$ cat src/rtl/cpu_pkg.sv
// Shared LEGv8 core definitions: MUL sequencer state encoding and MUL decode constants.
// Latency: n/a (types and constants only).
// Backpressure: n/a.
package cpu_pkg;

    typedef enum logic [1:0] {
        IDLE = 2'd0,
        RUN  = 2'd1,
        DONE = 2'd2
    } mul_state_t;

    localparam logic [2:0]  ALUOP_MUL  = 3'b111;
    localparam logic [10:0] OPCODE_MUL = 11'b10011011000;

endpackage

$ cat src/rtl/mul_shift_add.sv
// Shift-add multiplier datapath: acc/mcand/mplier/cnt registers driven by load/step.
// Latency: one step per cycle; acc_step and last_step preview the current step combinationally.
// Backpressure: none; the controller decides when load/step fire. MUL_EARLY_EXIT_EN enables mplier_zero.
module mul_shift_add
    import cpu_pkg::*;
#(
    parameter int WIDTH = 64
) (
    input  logic             clk,
    input  logic             reset,
    input  logic             load,
    input  logic             step,
    input  logic [WIDTH-1:0] op_a,
    input  logic [WIDTH-1:0] op_b,
    output logic [WIDTH-1:0] acc,
    output logic [WIDTH-1:0] acc_step,
    output logic             mplier_zero,
    output logic             last_step
);

    localparam int CW = $clog2(WIDTH) + 1;

    logic [WIDTH-1:0] acc_q, acc_d;
    logic [WIDTH-1:0] mcand_q, mcand_d;
    logic [WIDTH-1:0] mplier_q, mplier_d;
    logic [CW-1:0]    cnt_q, cnt_d, cnt_inc;

    always_comb begin
        acc_step = mplier_q[0] ? (acc_q + mcand_q) : acc_q;
        cnt_inc  = cnt_q + CW'(1);
        acc_d    = acc_q;
        mcand_d  = mcand_q;
        mplier_d = mplier_q;
        cnt_d    = cnt_q;
        if (load) begin
            acc_d    = '0;
            mcand_d  = op_a;
            mplier_d = op_b;
            cnt_d    = '0;
        end else if (step) begin
            acc_d    = acc_step;
            mcand_d  = mcand_q << 1;
            mplier_d = mplier_q >> 1;
            cnt_d    = cnt_inc;
        end
    end

    assign acc       = acc_q;
    assign last_step = (cnt_inc == CW'(WIDTH));

`ifdef MUL_EARLY_EXIT_EN
    assign mplier_zero = (mplier_q == '0);
`else
    assign mplier_zero = 1'b0;
`endif

    always_ff @(posedge clk) begin
        if (reset) begin
            acc_q    <= '0;
            mcand_q  <= '0;
            mplier_q <= '0;
            cnt_q    <= '0;
        end else begin
            acc_q    <= acc_d;
            mcand_q  <= mcand_d;
            mplier_q <= mplier_d;
            cnt_q    <= cnt_d;
        end
    end

endmodule

$ cat src/rtl/mul_sequencer.sv
// Iterative MUL controller: stalls the front end while mul_shift_add iterates, then requests write-back.
// Latency: WIDTH+1 cycles start-to-done (shorter with MUL_EARLY_EXIT_EN when op_b has leading zeros).
// Backpressure: stall holds PC/IR through the start cycle and RUN; start outside IDLE is ignored.
module mul_sequencer
    import cpu_pkg::*;
#(
    parameter int WIDTH   = 64,
    parameter int REGADDR = 5
) (
    input  logic               clk,
    input  logic               reset,
    input  logic               start,
    input  logic               abort,
    input  logic [WIDTH-1:0]   op_a,
    input  logic [WIDTH-1:0]   op_b,
    input  logic [REGADDR-1:0] rd_in,
    output logic               stall,
    output logic               busy,
    output logic               done,
    output logic               wr_en,
    output logic [REGADDR-1:0] rd_out,
    output logic [WIDTH-1:0]   result
);

    mul_state_t         state_q, state_d;
    logic [WIDTH-1:0]   result_q, result_d;
    logic [REGADDR-1:0] rd_q, rd_d;
    logic [WIDTH-1:0]   acc, acc_step;
    logic               load, step, last_step;
`ifdef MUL_EARLY_EXIT_EN
    logic               mplier_zero;
`else
    logic               unused_mplier_zero;
`endif

    mul_shift_add #(.WIDTH(WIDTH)) u_dp (
        .clk         (clk),
        .reset       (reset),
        .load        (load),
        .step        (step),
        .op_a        (op_a),
        .op_b        (op_b),
        .acc         (acc),
        .acc_step    (acc_step),
`ifdef MUL_EARLY_EXIT_EN
        .mplier_zero (mplier_zero),
`else
        .mplier_zero (unused_mplier_zero),
`endif
        .last_step   (last_step)
    );

    // result is captured on entry to DONE so it is already valid in the done cycle.
    always_comb begin
        state_d  = state_q;
        result_d = result_q;
        rd_d     = rd_q;
        load     = 1'b0;
        step     = 1'b0;
        case (state_q)
            IDLE: begin
                if (start && !abort) begin
                    load    = 1'b1;
                    rd_d    = rd_in;
                    state_d = RUN;
                end
            end
            RUN: begin
                if (abort) begin
                    state_d = IDLE;
`ifdef MUL_EARLY_EXIT_EN
                end else if (mplier_zero) begin
                    result_d = acc;
                    state_d  = DONE;
`endif
                end else begin
                    step = 1'b1;
                    if (last_step) begin
                        result_d = acc_step;
                        state_d  = DONE;
                    end
                end
            end
            DONE:    state_d = IDLE;
            default: state_d = IDLE;
        endcase
    end

    always_comb begin
        stall  = ((state_q == IDLE) && start && !abort) || (state_q == RUN);
        busy   = (state_q != IDLE);
        done   = (state_q == DONE) && !abort;
        wr_en  = done;
        rd_out = rd_q;
        result = result_q;
    end

    always_ff @(posedge clk) begin
        if (reset) begin
            state_q  <= IDLE;
            result_q <= '0;
            rd_q     <= '0;
        end else begin
            state_q  <= state_d;
            result_q <= result_d;
            rd_q     <= rd_d;
        end
    end

endmodule

$ cat config.mk
export PLATFORM = sky130hd
export DESIGN_NAME = mul_sequencer
export DESIGN_NICKNAME = d
export VERILOG_FILES = /design/src/rtl/cpu_pkg.sv /design/src/rtl/mul_shift_add.sv /design/src/rtl/mul_sequencer.sv
export SDC_FILE = /design/constraint.sdc
export NUM_CORES = 1
export LEC_CHECK = 0
export ABC_AREA = 1
export CAP_MARGIN = 20
export CORE_MARGIN = 8
export CORE_UTILIZATION = 59
export CTS_BUF_LIST = sky130_fd_sc_hd__clkbuf_16
export DETAILED_ROUTE_END_ITERATION = 8
export PLACE_DENSITY = 0.83
export SLEW_MARGIN = 15
export SYNTH_ARGS = -nofsm -noshare
export SYNTH_HDL_FRONTEND = slang
export SYNTH_HIERARCHICAL = 1
export SYNTH_SLANG_ARGS = --single-unit
$ cat constraint.sdc
create_clock -name clk -period 4.56 [get_ports clk]
set_input_delay 0.912 -clock clk [delete_from_list [all_inputs] [get_ports clk]]
set_output_delay 0.912 -clock clk [all_outputs]
set_load 0.05 [all_outputs]
==> results of run 1 <==
-- registers in the layout (all words and copies together) (netlist names) --
signal	flops
result	64
u_dp/acc	64
u_dp/mcand_q	64
u_dp/mplier_q	64
u_dp/cnt_q	7
rd_out	5
state_q	2
-- report_power, final --
group	switching, mW	internal, mW	leakage (nW)
combinational	0.456	0.304	8.94
sequential	0.0707	2.44	2.19
clock	0.990	1.32	0.463
total	1.52	4.07	11.6
-- worst paths after layout --
path | to | cells after the start | slack [ps]
worst max-delay path | done | 3 | 970
worst min-delay path | u_dp/mplier_q[63] | 2 | 470
worst max register to register | u_dp/mcand_q[42] | 9 | 1680
worst min register to register | u_dp/mplier_q[63] | 2 | 470
-- metal layers --
| metal | global-route usage | share of wire | up-vias |
|---|---|---|---|
| met4 | 0.08552 | 0.026 | 6 |
| met2 | 0.4653 | 0.43 | 821 |
| met5 | 0 | 0.00061 | - |
| li1 | - | - | 9887 |
| met1 | 0.4061 | 0.44 | 8751 |
| met3 | 0.05849 | 0.10 | 100 |
-- worst reg2reg max path: stages, from the launching register on --
cell and delay (ps):
dfxtp_1 340, nor2_1 530, nand2_1 380, inv_4 450, nor2_4 70, inv_2 280, buf_12 310, o21ai_0 180
o21ai_0 190, inv_1 50
-- through the flow --
stage	hold WS [ps]	worst slack, ps
after CTS	466.2	957.1
final	468.8	973.7
after global placement	447.7	1036
after floorplan	430.8	1235
after global routing	490.3	867.3
after detailed placement	458.3	916.7
-- layout make-up --
| class | instances | share of cell area |
|---|---|---|
| inverters | 702 | 0.1214 |
| clock inverters | 24 | 0.009038 |
| flip-flops and latches | 270 | 0.2487 |
| well taps | 402 | 0.02314 |
| clock buffers | 29 | 0.03339 |
| repair buffers | 228 | 0.1050 |
| multi-input cells | 2093 | 0.4593 |
==> run metrics, run 1 <==
commonest non-fill, non-tap cell in the layout nand2_1; clk_skew 17.19 ps; Num CTS Buffers 29; Setup Total Neg Slack 0 ps; Port Buffers 209; total wire length 57.69 mm; Sink Count 270; area of the multi-input gates 9983 um2; WP data required 3650 ps; post-layout minimum cycle time 3586 ps; P_leak 11.59 nW; via/cell ratio 5.220; Fill cells 2,839; status finished clean; Relative slew margins 0.4021; Reg area 5406 um2; Layout Utilization 0.6960; Gates resized, CTS repair 0; slowest CP cell clkdlybuf4s50_1; DR vias 19,570; Area Overhead vs Synth 17.12%; worst min path class reg2reg; FF-to-FF Start state_q[0]; Worst Path Arrival 2670 ps; Final ANT Viol Nets 0; f_max 0.2788 GHz; CTS tree built; gp weighted congestion 1.031; # rows 65; Worst Hold Launch u_dp/mplier_q[63]; pwr dens 256.8 nW/um2; RSZ-0062 raised after global routing false; crit end category output port; Initial DRC Count 1,888; Post-CTS Setup Inserts 0; vias in the first global route 18,130; commonest cells after routing, fill and taps aside 1,039 x nand2_1, 693 x inv_1, 348 x nor2_1; die area 37,390 um2; DRC 0; core area 31,230 um2; Clock Latency Late Sink 570 ps; fin crit share 0.7865; initial antenna violation count 3; CTS Hold Bufs 0; top cell family by delay on the critical path buffers and inverters; CP peak stage delay 860 ps; DIE WIDTH 193.4 um; Die Y 193.4 um; Cell Area, Synth 18,560 um2; CP startpoint kind input pin; root buf cell clkbuf_16; VDD IR max 0.2443 mV; Ys Warns 6; Cell Area, Placed 20,810 um2; Power Total 5.582 mW; final non-filler cell total 3,748; post-route design area 21,740 um2; Post-Syn Area per Cell 5.829 um2; wire length of the first global-routing pass 92.07 mm; dpl cells 3,695; max-cap check violation count 0; fin. max-slew vios 0; hpwl dp 44.68 mm; Hold Vio Cnt, Final 0; Ant. Diodes 0; CP Max Fanout 5; Initial Utilization 0.5943; CTS clk-pin slew, worst paths 60 ps; # nets final 3,526; largest net degree at the start of global routing 82; total grt overflow 0; gr usage total 0.2960; crit path from abort; Setup CP Type in2out; Wirelength per Cell 15.39 um; Worst Path Buf+Inv 2; Cell Chain, Critical Path clkdlybuf4s50_1 -> nor3_1 -> clkdlybuf4s50_1; Syn Nets 3,386; Max clock buf depth 3; Synth Instances 3,184; io pins 210; Worst Tran Pin Value 895.9 ps; share of cells above drive strength 1 0.04871; Finish-stage setup viols 0; H-Tree Depth 1; most frequent CP cell clkdlybuf4s50_1; DRT Pass-1 Iters 6
Power figures use the tool's default switching activity.
==> run 2, diff against run 1 <==
CORE_UTILIZATION = 58   (was 59)
PLACE_DENSITY = 0.82   (was 0.83)
clock period = 3.7 ns   (was 4.56 ns; I/O delays follow)
==> run 2 against run 1 <==
Effect of this change: sequential power up 23%; sequential share of layout area decreased by 0.079 points; count of clock-buffer cells in the layout is 1 higher; non-clock buffer count grew 3; worst hold slack got worse by 4.5 ps; sequential cell count unchanged; die area is 1.6% higher; critical path depth is 1 higher.
==> run metrics, run 2 (synthesis gave the netlist of run 1 again) <==
Finish-stage setup viols 0 (unchanged); Num CTS Buffers 30 (was 29); CTS Hold Bufs 0 (unchanged); fin crit share 0.8591; share of cells above drive strength 1 0.05015 (was 0.04871); Reg area 5406 um2 (unchanged); Initial Utilization 0.5881 (was 0.5943); P_leak 11.62 nW (was 11.59 nW); Max clock buf depth 3 (unchanged); total grt overflow 0 (unchanged); Hold Vio Cnt, Final 0 (unchanged); vias in the first global route 18,150 (was 18,130); root buf cell clkbuf_16 (unchanged); crit end category output port (unchanged); Worst Tran Pin Value 1020 ps (was 895.9 ps); Ant. Diodes 0 (unchanged); CP Max Fanout 4 (was 5); commonest non-fill, non-tap cell in the layout nand2_1 (unchanged); most frequent CP cell clkdlybuf4s50_1 (unchanged); worst min path class reg2reg (unchanged); Port Buffers 209 (unchanged); Clock Latency Late Sink 590 ps (was 570 ps); status finished clean (unchanged); total wire length 58.97 mm (was 57.69 mm); Fill cells 2,809 (was 2,839); FF-to-FF Start u_dp/mcand_q[0] (was state_q[0]); die area 37,980 um2 (was 37,390 um2); commonest cells after routing, fill and taps aside 1,039 x nand2_1, 692 x inv_1, 348 x nor2_1 (was 1,039 x nand2_1, 693 x inv_1, 348 x nor2_1); Sink Count 270 (unchanged); via/cell ratio 5.201 (was 5.220); H-Tree Depth 1 (unchanged); CTS tree built (unchanged); RSZ-0062 raised after global routing false (unchanged); Final ANT Viol Nets 0 (unchanged); Reg2Reg Setup Slack 880 ps (was 1680 ps); area of the multi-input gates 9983 um2 (unchanged); WP data required 2960 ps (was 3650 ps); Gates resized, CTS repair 0 (unchanged); CP peak stage delay 860 ps (about the same); core area 31,560 um2 (was 31,230 um2); largest net degree at the start of global routing 127 (was 82); slowest CP cell clkdlybuf4s50_1 (unchanged); post-layout minimum cycle time 3179 ps; # rows 65 (unchanged); Initial DRC Count 1,672 (was 1,888); CTS clk-pin slew, worst paths 60 ps (about the same); max-cap check violation count 0 (unchanged); Wirelength per Cell 15.72 um (was 15.39 um); DRC 0 (unchanged); Setup Total Neg Slack 0 ps (unchanged); Relative slew margins 0.3201 (was 0.4021); DIE WIDTH 194.9 um (was 193.4 um); DRT Pass-1 Iters 6 (unchanged); DR vias 19,510 (was 19,570); wire length of the first global-routing pass 93.32 mm (was 92.07 mm); hpwl dp 45.66 mm (was 44.68 mm); Setup crit end wr_en (was done); Worst Path Arrival 2440 ps (was 2670 ps); gp weighted congestion 0.9783 (was 1.031); crit path from abort (unchanged); Layout Utilization 0.6910 (was 0.6960); f_max 0.3146 GHz; Area Overhead vs Synth 17.49% (was 17.12%); CP startpoint kind input pin (unchanged); io pins 210 (unchanged); VDD IR max 0.3406 mV (was 0.2443 mV); FF-to-FF path depth 17 (was 9); gr usage total 0.3003 (was 0.2960); Setup CP Type in2out (unchanged); clk_skew 17.42 ps (was 17.19 ps); initial antenna violation count 0 (was 3); Post-CTS Setup Inserts 0 (unchanged); Die Y 194.9 um (was 193.4 um); Cell Chain, Critical Path clkdlybuf4s50_1 -> buf_4 -> nor3_1 -> clkdlybuf4s50_1 (was clkdlybuf4s50_1 -> nor3_1 -> clkdlybuf4s50_1); worst r2r dst result[60] (was u_dp/mcand_q[42]); pwr dens 316.7 nW/um2 (was 256.8 nW/um2); # nets final 3,530 (was 3,526); fin. max-slew vios 0 (unchanged)
## run 2: cell count changes in the layout (fill, tap and decap cells not counted)
cell,change
inv_1,-1
clkinv_8,+1
inv_6,-1
clkbuf_16,+1
buf_12,+3
bufinv_16,-1
clkinv_2,+2
## run 2: worst min-delay path by stage
stage	start	to	cells past startpoint
final	u_dp/mplier_q[63]	u_dp/mplier_q[63]	2
after global routing	u_dp/mplier_q[63]	u_dp/mplier_q[63]	2
after CTS	u_dp/mplier_q[63]	u_dp/mplier_q[63]	2
after detailed placement	u_dp/mplier_q[63]	u_dp/mplier_q[63]	2
after global placement	u_dp/mplier_q[63]	u_dp/mplier_q[63]	2
after floorplan	u_dp/mplier_q[63]	u_dp/mplier_q[63]	2
## run 2: per-stage QoR
stage | total power [mW] | worst slack [ps] | cells | instance area (um2) | hold WS (ps)
after floorplan | 3.709 | 718.7 | 3184 | 18560 | 430.8
after global placement | 4.050 | 432.4 | 3697 | 20850 | 449.4
after detailed placement | 4.083 | 356.6 | 3697 | 20850 | 455.5
after CTS | 6.915 | 493.2 | 3751 | 21780 | 469.9
after global routing | 7.161 | 443.7 | 3752 | 21800 | 500.1
final | 6.905 | 521.3 | 3752 | 21800 | 464.3
## run 2: power breakdown
group	internal [mW]	leakage, nW	switching (mW)
Sequential	3.01	2.19	0.0860
Clock	1.61	0.466	1.25
Combinational	0.384	8.97	0.573
Total	5.00	11.6	1.91
## run 2: routing by layer
| metal | up-vias | share of wire | track usage |
|---|---|---|---|
| li1 | 9872 | - | - |
| met4 | 0 | 0.026 | 0.08338 |
| met3 | 98 | 0.093 | 0.06236 |
| met1 | 8847 | 0.46 | 0.4141 |
| met5 | - | 0 | 0 |
| met2 | 697 | 0.42 | 0.4682 |
## run 2: cell type report
type                    instances  area share
repair buffers                231      0.1074
clock buffers                  30     0.03443
multi-input cells            2093      0.4579
flip-flops and latches        270      0.2479
inverters                     702      0.1210
well taps                     402     0.02307
clock inverters                24    0.008263
## run 2: critical path, delay by kind of cell
kind / cells / cell delay, ps
buf+inv: 3 / 1450
simple gates: 1 / 240
